===== src/rtl/lmfe_win_ctrl_if.sv =====
// Column stream interface between the window source and lmfe_win_ctrl.
// Carries one WIN-pixel column per handshake plus the one-cycle FLUSH request.
interface lmfe_win_ctrl_if #(
    parameter int WIN = 7,
    parameter int DW  = 8
) ();
    logic              COL_VLD;
    logic [WIN*DW-1:0] COL_DAT;
    logic              COL_RDY;
    logic              FLUSH;

    modport master (
        output COL_VLD,
        output COL_DAT,
        output FLUSH,
        input  COL_RDY
    );

    modport slave (
        input  COL_VLD,
        input  COL_DAT,
        input  FLUSH,
        output COL_RDY
    );
endinterface


===== src/rtl/lmfe_win_ctrl.sv =====
// lmfe_win_ctrl: window controller in front of the 49-entry insert/delete
// median engine. Keeps a WIN-column pixel history and, for every accepted
// column, replays WIN insert/delete pairs into the engine before capturing
// the engine median. FLUSH drains every held pixel back to all-ones.
// Optional macro LMFE_WIN_PROTO_CHK_EN adds a sticky PROTO_ERR output that
// flags column-handshake and FLUSH misuse by the upstream source.
module lmfe_win_ctrl #(
    parameter int WIN = 7,
    parameter int DW  = 8
) (
    input  logic           clk,
    input  logic           RST,
    lmfe_win_ctrl_if.slave col,
    output logic           SEN,
    output logic [DW-1:0]  INS,
    output logic [DW-1:0]  DEL,
    input  logic [DW-1:0]  MED_IN,
    output logic [DW-1:0]  MED_OUT,
    output logic           MED_VLD,
    output logic           BUSY
`ifdef LMFE_WIN_PROTO_CHK_EN
    ,
    output logic           PROTO_ERR
`endif
);

    localparam int IW = (WIN > 1) ? $clog2(WIN) : 1;
    localparam int CW = $clog2(WIN + 1);
    localparam logic [DW-1:0] EMPTY = {DW{1'b1}};

    typedef enum logic [1:0] {
        IDLE,
        UPD,
        WAIT,
        FLSH
    } state_t;

    state_t        state_q, state_d;
    logic [CW-1:0] col_cnt_q, col_cnt_d;
    logic [IW-1:0] wr_ptr_q, wr_ptr_d;
    logic [IW-1:0] k_q, k_d;
    logic [IW-1:0] slot_q, slot_d;
    logic          flush_pend_q, flush_pend_d;
    logic [DW-1:0] med_out_q, med_out_d;
    logic          med_vld_q, med_vld_d;

    logic [DW-1:0] hist_q [WIN][WIN];
    logic [DW-1:0] stage_q [WIN];

    logic flush_req;
    logic accept;
    logic row_last;
    logic slot_last;
    logic win_full;

    assign flush_req   = col.FLUSH || flush_pend_q;
    assign col.COL_RDY = (state_q == IDLE) && !flush_pend_q && !col.FLUSH && !RST;
    assign accept      = col.COL_VLD && col.COL_RDY;
    assign row_last    = (k_q == IW'(WIN - 1));
    assign slot_last   = (slot_q == IW'(col_cnt_q - 1'b1));
    assign win_full    = (col_cnt_q == CW'(WIN));

    // State register; reset returns the controller to IDLE.
    always_ff @(posedge clk) begin
        if (RST) state_q <= IDLE;
        else     state_q <= state_d;
    end

    // Next-state selection: flush requests outrank new columns in IDLE.
    always_comb begin
        state_d = state_q;
        case (state_q)
            IDLE: begin
                if (flush_req) begin
                    state_d = (col_cnt_q != '0) ? FLSH : IDLE;
                end else if (accept) begin
                    state_d = UPD;
                end
            end
            UPD:     if (row_last) state_d = WAIT;
            WAIT:    state_d = IDLE;
            FLSH:    if (row_last && slot_last) state_d = IDLE;
            default: state_d = IDLE;
        endcase
    end

    // Engine drive: SEN low only while a real insert/delete pair is presented.
    always_comb begin
        SEN = 1'b1;
        INS = EMPTY;
        DEL = EMPTY;
        case (state_q)
            UPD: begin
                SEN = 1'b0;
                INS = stage_q[k_q];
                DEL = win_full ? hist_q[wr_ptr_q][k_q] : EMPTY;
            end
            FLSH: begin
                SEN = 1'b0;
                INS = EMPTY;
                DEL = hist_q[slot_q][k_q];
            end
            default: ;
        endcase
    end

    // Counter and median next values; a flush only clears the pending flag once drained.
    always_comb begin
        col_cnt_d    = col_cnt_q;
        wr_ptr_d     = wr_ptr_q;
        k_d          = k_q;
        slot_d       = slot_q;
        med_out_d    = med_out_q;
        med_vld_d    = 1'b0;
        flush_pend_d = flush_pend_q || (col.FLUSH && (state_q != IDLE));
        case (state_q)
            IDLE: begin
                if (flush_req) begin
                    if (col_cnt_q == '0) flush_pend_d = 1'b0;
                    k_d    = '0;
                    slot_d = '0;
                end else if (accept) begin
                    k_d = '0;
                end
            end
            UPD: begin
                if (row_last) begin
                    k_d       = '0;
                    wr_ptr_d  = (wr_ptr_q == IW'(WIN - 1)) ? '0 : wr_ptr_q + 1'b1;
                    col_cnt_d = win_full ? col_cnt_q : col_cnt_q + 1'b1;
                end else begin
                    k_d = k_q + 1'b1;
                end
            end
            WAIT: begin
                med_out_d = MED_IN;
                med_vld_d = win_full;
            end
            FLSH: begin
                if (row_last && slot_last) begin
                    col_cnt_d    = '0;
                    wr_ptr_d     = '0;
                    k_d          = '0;
                    slot_d       = '0;
                    flush_pend_d = 1'b0;
                end else if (row_last) begin
                    k_d    = '0;
                    slot_d = slot_q + 1'b1;
                end else begin
                    k_d = k_q + 1'b1;
                end
            end
            default: ;
        endcase
    end

    // Control registers with synchronous reset.
    always_ff @(posedge clk) begin
        if (RST) begin
            col_cnt_q    <= '0;
            wr_ptr_q     <= '0;
            k_q          <= '0;
            slot_q       <= '0;
            flush_pend_q <= 1'b0;
            med_out_q    <= '0;
            med_vld_q    <= 1'b0;
        end else begin
            col_cnt_q    <= col_cnt_d;
            wr_ptr_q     <= wr_ptr_d;
            k_q          <= k_d;
            slot_q       <= slot_d;
            flush_pend_q <= flush_pend_d;
            med_out_q    <= med_out_d;
            med_vld_q    <= med_vld_d;
        end
    end

    // Pixel storage: staging on accept, history overwritten row by row during UPD.
    always_ff @(posedge clk) begin
        if (accept) begin
            for (int r = 0; r < WIN; r++) begin
                stage_q[r] <= col.COL_DAT[r*DW +: DW];
            end
        end
        if (!RST && (state_q == UPD)) begin
            hist_q[wr_ptr_q][k_q] <= stage_q[k_q];
        end
    end

    assign MED_OUT = med_out_q;
    assign MED_VLD = med_vld_q;
    assign BUSY    = (state_q != IDLE);

`ifdef LMFE_WIN_PROTO_CHK_EN
    logic              prev_vld_q;
    logic              prev_rdy_q;
    logic [WIN*DW-1:0] prev_dat_q;
    logic              proto_err_q;
    logic              proto_err_d;

    // A stalled column must stay valid and stable; FLUSH must not stack on a pending one.
    always_comb begin
        proto_err_d = proto_err_q
                    || (prev_vld_q && !prev_rdy_q
                        && (!col.COL_VLD || (col.COL_DAT != prev_dat_q)))
                    || (col.FLUSH && flush_pend_q);
    end

    // Previous-cycle handshake snapshot and the sticky error flag.
    always_ff @(posedge clk) begin
        if (RST) begin
            prev_vld_q  <= 1'b0;
            prev_rdy_q  <= 1'b0;
            prev_dat_q  <= '0;
            proto_err_q <= 1'b0;
        end else begin
            prev_vld_q  <= col.COL_VLD;
            prev_rdy_q  <= col.COL_RDY;
            prev_dat_q  <= col.COL_DAT;
            proto_err_q <= proto_err_d;
        end
    end

    assign PROTO_ERR = proto_err_q;
`endif

endmodule

===== src/flat_wrapper.sv =====
// flat-port wrapper written by rule: the top's interface ports become plain ports
module lmfe_win_ctrl_flat 
#(
    parameter int WIN = 7,
    parameter int DW  = 8
)
  (clk, RST, SEN, INS, DEL, MED_IN, MED_OUT, MED_VLD, BUSY, col_COL_VLD, col_COL_DAT, col_FLUSH, col_COL_RDY);
  lmfe_win_ctrl_if #(.WIN(WIN), .DW(DW)) col_i ();
  input  logic clk;
  input  logic RST;
  output logic SEN;
  output logic [DW-1:0] INS;
  output logic [DW-1:0] DEL;
  input  logic [DW-1:0] MED_IN;
  output logic [DW-1:0] MED_OUT;
  output logic MED_VLD;
  output logic BUSY;
  input wire logic [$bits(col_i.COL_VLD)-1:0] col_COL_VLD;
  input wire logic [$bits(col_i.COL_DAT)-1:0] col_COL_DAT;
  input wire logic [$bits(col_i.FLUSH)-1:0] col_FLUSH;
  output wire logic [$bits(col_i.COL_RDY)-1:0] col_COL_RDY;
  assign col_i.COL_VLD = col_COL_VLD;
  assign col_i.COL_DAT = col_COL_DAT;
  assign col_i.FLUSH = col_FLUSH;
  assign col_COL_RDY = col_i.COL_RDY;
  lmfe_win_ctrl #(.WIN(WIN), .DW(DW)) u_core (.clk(clk), .RST(RST), .col(col_i), .SEN(SEN), .INS(INS), .DEL(DEL), .MED_IN(MED_IN), .MED_OUT(MED_OUT), .MED_VLD(MED_VLD), .BUSY(BUSY));
endmodule

===== config.mk =====
export PLATFORM = sky130hd
export DESIGN_NAME = lmfe_win_ctrl_flat
export DESIGN_NICKNAME = d
export VERILOG_FILES = /design/src/rtl/lmfe_win_ctrl_if.sv /design/src/rtl/lmfe_win_ctrl.sv /design/src/flat_wrapper.sv
export SDC_FILE = /design/constraint.sdc
export NUM_CORES = 1
export LEC_CHECK = 0
export CAP_MARGIN = 10
export CORE_MARGIN = 1.5
export CORE_UTILIZATION = 55
export CTS_CLUSTER_SIZE = 28
export DETAILED_ROUTE_END_ITERATION = 10
export MAX_ROUTING_LAYER = met4
export PLACE_DENSITY_LB_ADDON = 0.12
export SYNTH_ARGS = -nofsm -noshare
export SYNTH_HDL_FRONTEND = slang
export SYNTH_SLANG_ARGS = --single-unit
export TNS_END_PERCENT = 5

===== constraint.sdc =====
create_clock -name clk -period 16.2 [get_ports clk]
set_clock_uncertainty 0.1 [all_clocks]
set_input_delay 3.24 -clock clk [delete_from_list [all_inputs] [get_ports clk]]
set_output_delay 3.24 -clock clk [all_outputs]
set_load 0.1 [all_outputs]

==> flow_summary.ini <==
[clocking]
cts_hold_buffers = 0
cts-buffers-inserted = 48
worst_skew_pair.late_latency_ns = 0.59
cts_h_tree_depth = 2
clock_slew_seen_by_the_registers_of_the_worst_setup_and_hold_paths_ns = 0.06
cts-resized-gates = 0
cts_setup_buffers = 0
clock_tree_from_tritoncts = built
maximum_number_of_buffers_from_clock_root_to_sink = 3
clk_root_buffer_cell = clkbuf_16
tritoncts_num_sinks = 481

[critical_path]
critical_path_arrival_ns = 5.33
crit_required_ns = 12.86
crit_path_start_kind = flip-flop
reg2reg_to = u_core.hist_q[0][50]
end_kind = primary output
worstSetupPathType = flip-flop to primary output
critical_path_peak_fanout = 41
timing.reg2reg.worst_path_depth = 6
reg2reg_setup_slack_ns = 11.88
r2r_start = u_core.state_q[1]

[timing]
total_negative_setup_slacks_ns = 0
timing.final.ws_setup_ns = 7.528
report.final.slew_viol_count = 0
report.final.hold_viol_count = 0
post-route-period-util_pct = 53.53
final.min_clock_period_ns = 8.672
finalSetupViolations = 0
worst-slew-pin-transition_ns = 1.243
fmaxAchievable_mhz = 115.3
grt_setup_unrepaired = false
slew_headroom_pct = 16.83

[route]
postRouteWirelength_um = 63010
drt_pass1_iterations = 6
initialDrtViolationCount = 1825
route.detailed.wl_per_inst_um = 29.29
drcViolationCount = 0
via_per_inst = 6.734
detailroute.via_count = 14490
drt.antenna.violating_nets = 0

[final_layout]
finalNetCount = 1659
flow.area_growth_from_synthesis_pct = 12.57
antenna_diode_count = 0
layoutNonFillerInstCount = 2151
layout-drive-gt1-share_pct = 15.75
utilization_after_layout_pct = 62.61

[global_route]
grt_start_max_net_pins = 81
number_of_antenna_violations_at_the_first_check_in_global_routing = 0
number_of_global_route_vias_before_repair = 13960
grt_remaining_overflow = 0
grt_resource_usage_total_pct = 31.08
first_pass_grt_wire_length_um = 91290

[synth]
yosys.area.top_type = edfxtp_1
synth_flop_cell = edfxtp_1
ys_warn_count = 0
netlist_top_cells_count = edfxtp_1 (448), mux2i_1 (163), nand2_1 (125), o21ai_0 (118), mux4_2 (113)
async_reset_ff_share_pct = 0
postSynthRegisterBits = 481
net_count_after_synthesis = 1599
synth.lib_cells_used.distinct = 60
seq_area_frac_synth_pct = 62.15
synth_area_leaders = edfxtp_1 (59%), mux4_2 (11%), mux2i_1 (7.2%), dfxtp_1 (2.9%), o21ai_0 (2.6%)
syn_avg_cell_area_um2 = 14.93
yosysMostFrequentCell = edfxtp_1
syn-cell-area_mm2 = 0.02271
netlist.area_leader.share_pct = 59.24
number_of_synthesized_flops_with_an_enable_pin = 448
syn_inst = 1521

[floorplanning]
initial_core_util_pct = 55.62
io_pins = 96
die_w_um = 206.2
row_count = 74
fp.dieH_um = 206.2
core_mm2 = 0.04083
fp.dieArea_mm2 = 0.04252

[min_path]
timing.hold.worst_path_depth = 2
min_from = u_core.MED_OUT[7]
hold_end = u_core.MED_OUT[7]
hold_path.class = flip-flop to flip-flop

[power_and_ir_drop]
p_per_area_mw_per_mm2 = 110.8
power_leakage_nw = 7.751
vdd.ir_drop.worst_uv = 72.25

[run]
timing.max_cap.violations = 0

[place]
place_congestion = 0.9210
post-place-ws_ns = 7.670
io_buffers = 95
detailedPlacementHpwl_um = 39380
placed_cells = 2063

[outcome]
status = finished clean
-- placed cells by master, fill, tap and decap left out, types with 9 or more instances in the layout --
| cell | synthesis | final |
|---|---|---|
| edfxtp_1 | 448 | 448 |
| mux2i_1 | 163 | 163 |
| nand2_1 | 125 | 125 |
| o21ai_0 | 118 | 118 |
| mux4_2 | 113 | 113 |
| clkdlybuf4s50_1 | 0 | 95 |
| nor2_1 | 90 | 90 |
| clkbuf_16 | 0 | 49 |
| a21oi_1 | 34 | 34 |
| buf_4 | 14 | 29 |
| a211oi_1 | 27 | 27 |
| dfxtp_1 | 33 | 26 |
| mux2_2 | 24 | 24 |
| nor2b_1 | 20 | 20 |
| nor3_1 | 18 | 17 |
| o211ai_1 | 16 | 16 |
| inv_1 | 16 | 15 |
| a22oi_1 | 14 | 14 |
| nand3_1 | 13 | 13 |
| clkbuf_1 | 66 | 13 |
| a221oi_1 | 11 | 11 |
| ha_1 | 10 | 10 |
| clkinv_2 | 0 | 10 |
| or2_2 | 9 | 9 |
-- critical path: stages, from the launching register on --
cell and delay, ns:
dfxtp_4 0.86, buf_4 0.73, mux4_2 0.59, nand2_1 0.07, o21ai_1 0.07, a221o_1 0.37
or4_1 0.55, a221o_1 0.38, clkdlybuf4s50_1 0.99
-- final cells by class --
| type | count | area, um2 |
|---|---|---|
| multi-input combinational | 909 | 7974 |
| sequential | 481 | 14130 |
| timing repair buffer | 124 | 1169 |
| tap | 532 | 665.6 |
| inverter | 17 | 63.81 |
| clock inverter | 25 | 271.5 |
| fill | 2986 | 15270 |
| clock buffer | 63 | 1289 |
-- sequential cells by signal, summed over array words and instances, names as in the netlist, named ones only --
signal / flops
u_core.MED_OUT: 8
u_core.flush_pend_q: 1
u_core.k_q: 3
u_core.wr_ptr_q: 3
u_core.state_q: 2
u_core.hist_q: 392
u_core.col_cnt_q: 3
u_core.MED_VLD: 1
u_core.slot_q: 3
u_core.stage_q: 56
-- through the flow --
stage	instance area [um2]	total power, mW	hold slack [ns]
after global routing	25560	2.903	0.4153
after detailed placement	24000	1.734	0.3803
after CTS	25560	2.840	0.3969
after global placement	24000	1.730	0.3714
after floorplan	22710	1.623	0.3658
final	25560	2.833	0.3918
-- routing by layer --
layer	part of all wire (%)	global-route usage (%)	up-vias
li1	-	-	6143
met1	40	42.09	7300
met2	46	46.14	900
met3	11	7.127	142
met4	3.7	11.90	0
met5	0	-	-
-- worst max path at each step --
| stage | slack (ns) | cells past startpoint | endpoint | start |
|---|---|---|---|---|
| after CTS | 7.56 | 8 | DEL[1] | flip-flop |
| after floorplan | 7.95 | 3 | col_COL_RDY | RST |
| after detailed placement | 7.67 | 5 | col_COL_RDY | col_FLUSH |
| final | 7.53 | 8 | DEL[1] | flip-flop |
| after global routing | 7.43 | 8 | DEL[1] | flip-flop |
| after global placement | 7.67 | 5 | col_COL_RDY | col_FLUSH |
-- where the power goes --
group          total [mW]  switching [mW]  internal, mW
logic               0.310           0.222        0.0879
clock network        1.12           0.465         0.655
registers            1.40         0.00908          1.39
total                2.83           0.697          2.14
-- logic make-up (layout without fill, tap and decap cells) --
| family | count (synthesis) | in the layout | share of synthesized area [%] |
|---|---|---|---|
| flops | 481 | 481 | 62.15 |
| simple gates | 315 | 315 | 6.281 |
| mux | 309 | 309 | 20.57 |
| compound gates | 272 | 272 | 7.487 |
| buf+inv | 131 | 229 | 2.788 |
| fa+ha+maj | 10 | 10 | 0.5509 |
| xor+xnor | 3 | 3 | 0.1763 |
No activity file was read; power rests on OpenSTA's default activity.
==> patch (same flow settings) <==
`DW` is set to 8 in 3 places; all go to 9.
--- a/src/rtl/lmfe_win_ctrl_if.sv
+++ b/src/rtl/lmfe_win_ctrl_if.sv
@@ -4,3 +4,3 @@
     parameter int WIN = 7,
-    parameter int DW  = 8
+    parameter int DW  = 9
 ) ();
--- a/src/rtl/lmfe_win_ctrl.sv
+++ b/src/rtl/lmfe_win_ctrl.sv
@@ -8,3 +8,3 @@
     parameter int WIN = 7,
-    parameter int DW  = 8
+    parameter int DW  = 9
 ) (
--- a/src/flat_wrapper.sv
+++ b/src/flat_wrapper.sv
@@ -4,3 +4,3 @@
     parameter int WIN = 7,
-    parameter int DW  = 8
+    parameter int DW  = 9
 )
Interface: changed (5 resized); port bits go from 96 to 107. No check against the original RTL was run, so the function may have changed too.
==> patch against the original RTL <==
Final area increased by 11%. Power increased by 10%. Fmax decreased by 2.2%. Synthesized area increased by 11%. Critical path type unchanged. Clock power increased by 8%. Setup slack got worse by 190 ps. Sequential cell count increased by 57. Sequential power increased by 13%. Routed wire length increased by 7.3%. Highest routed layer unchanged.
==> patch: results (changes against the original RTL) <==
clk_lat worst skew: 600 ps
Leak Pwr: 8.33 nW (+7.5%)
FF-to-FF Start: u_core.state_q[1]$_SDFFE_PP0P_
worst vdd ir: 0.103 mV (+42%)
WP data arrival: 5530 ps (+200 ps)
Slew HR: 17.3% (+0.44 points)
drt total wl: 67600 um (+7.3%)
leading post-synthesis cells by cell area: edfxtp_1, mux4_2, mux2i_1, dfxtp_1, o21ai_0
Port Buf Inserts: 106 (+12%)
largest net degree at the start of global routing: 70 (-14%)
Num CTS Buffers: 56 (+17%)
status: complete, no violations
post-CTS resize count: 0 (unchanged)
syn nets: 1719 (+7.5%)
GR Layer Usage met1: 43.7% (+1.6 points)
Placer Congestion: 0.922 (+0.13%)
# H-tree levels: 2 (unchanged)
Largest register FFs: 441 (+13%)
GRT met2 Usage: 43.0% (-3.2 points)
number of synthesized flops with an enable pin: 504 (+13%)
Hold Path Class: register to register
async set-or-reset flop fraction in the synthesized netlist: 0% (unchanged)
GRT Total Usage: 29.9% (-1.2 points)
final HPWL from detailed placement: 42500 um (+8.0%)
fraction of the yosys area taken by sequential cells: 62.5% (+0.33 points)
fraction of layout cells with a size suffix above 1: 17.3% (+1.6 points)
Pre-Repair DR Iteration Count: 5 (-1)
Worst Hold Launch: u_core.MED_OUT[0]$_SDFFE_PP0N_
Post-CTS Setup Bufs: 0 (unchanged)
max incr delay on CP: 1210 ps (+220 ps)
Clk pin slew, worst setup/hold paths: 60 ps (about the same)
DR iter-0 viols: 1862 (+2.0%)
Final #Nets: 1790 (+7.9%)
Clock Path Buffers: 3 (unchanged)
Unique masters post-synth: 59 (-1.7%)
initial antenna violation count: 3 (+3)
CP startpoint kind: register
Post-synth top cells: edfxtp_1, mux2i_1, mux4_2
DR vias: 15338 (+5.9%)
first-pass GRT wire length: 99400 um (+8.9%)
grt met3 use: 5.66% (-1.5 points)
CP max FO: 63 (+54%)
-- patch: changes by cell type in the layout (fill, tap and decap cells not counted), sizes merged, moves of 5 or more --
| cell | before | now |
|---|---|---|
| edfxtp | 448 | 504 |
| mux4 | 121 | 158 |
| clkbuf | 63 | 74 |
| clkdlybuf4s50 | 95 | 106 |
| o21ai | 119 | 130 |
| nor3 | 18 | 8 |
| nand2b | 7 | 16 |
| o211ai | 16 | 8 |
| a221o | 5 | 0 |
| and3 | 0 | 5 |
| nand2 | 125 | 130 |
| nor2 | 90 | 95 |
-- patch: logic make-up (layout without fill, tap and decap cells) --
| kind of cell | after synthesis | after routing | share of synthesized area [%] |
|---|---|---|---|
| flops | 538 | 538 | 62.5 |
| mux | 344 | 344 | 21.5 |
| simple gates | 332 | 332 | 5.97 |
| compound gates | 270 | 270 | 6.59 |
| buf+inv | 134 | 245 | 2.74 |
| fa+ha+maj | 11 | 11 | 0.544 |
| xor+xnor | 3 | 3 | 0.158 |
| other cells | 0 | 1 | 0 |
-- patch: path summary, 6_finish.rpt --
kind	endpoint	slack, ps	depth (start not counted)
max	DEL[5]	7330	8
min reg2reg	u_core.MED_OUT[0]$_SDFFE_PP0N_	400	2
min	u_core.MED_OUT[0]$_SDFFE_PP0N_	400	2
max reg2reg	u_core.hist_q[6][11]$_DFFE_PP_	11510	6
-- patch: cell type report --
class	instances	area, um2
inverter	11	41.3
multi-input combinational	960	8810
fill	3291	17000
sequential	538	15800
timing repair buffer	136	1290
antenna	1	2.50
clock inverter	24	190
tap	600	751
clock buffer	74	1500
-- patch: worst max-delay path, delay by kind of cell, from the launching register on --
kind,cells,cell delay (ps)
buf+inv,3,2420
compound gates,2,970
flops,1,880
mux,2,390
simple gates,1,130
-- patch: metrics by stage --
stage          hold slack (ps)  area, um2  instances  setup WS, ps
5_1_grt                    431      28400       2344          7060
3_5_place_dp               389      26700       2245          7490
6_report                   400      28400       2344          7330
3_3_place_gp               376      26700       2245          7510
4_1_cts                    403      28400       2343          7410
2_1_floorplan              387      25300       1632          8030
-- patch: power breakdown --
| group | leakage (nW) | internal, W | switching, W |
|---|---|---|---|
| logic | 2.69 | 0.0000976 | 0.000238 |
| registers | 4.82 | 0.00157 | 0.0000120 |
| clock network | 0.822 | 0.000693 | 0.000519 |
| total | 8.33 | 0.00236 | 0.000770 |
-- patch: metal layers --
layer	routed length, um	vias to the layer above	share of wire, %
met1	28100	7790	42
met5	0	-	0
li1	-	6651	-
met4	1800	0	2.7
met3	6550	114	9.7
met2	31200	783	46
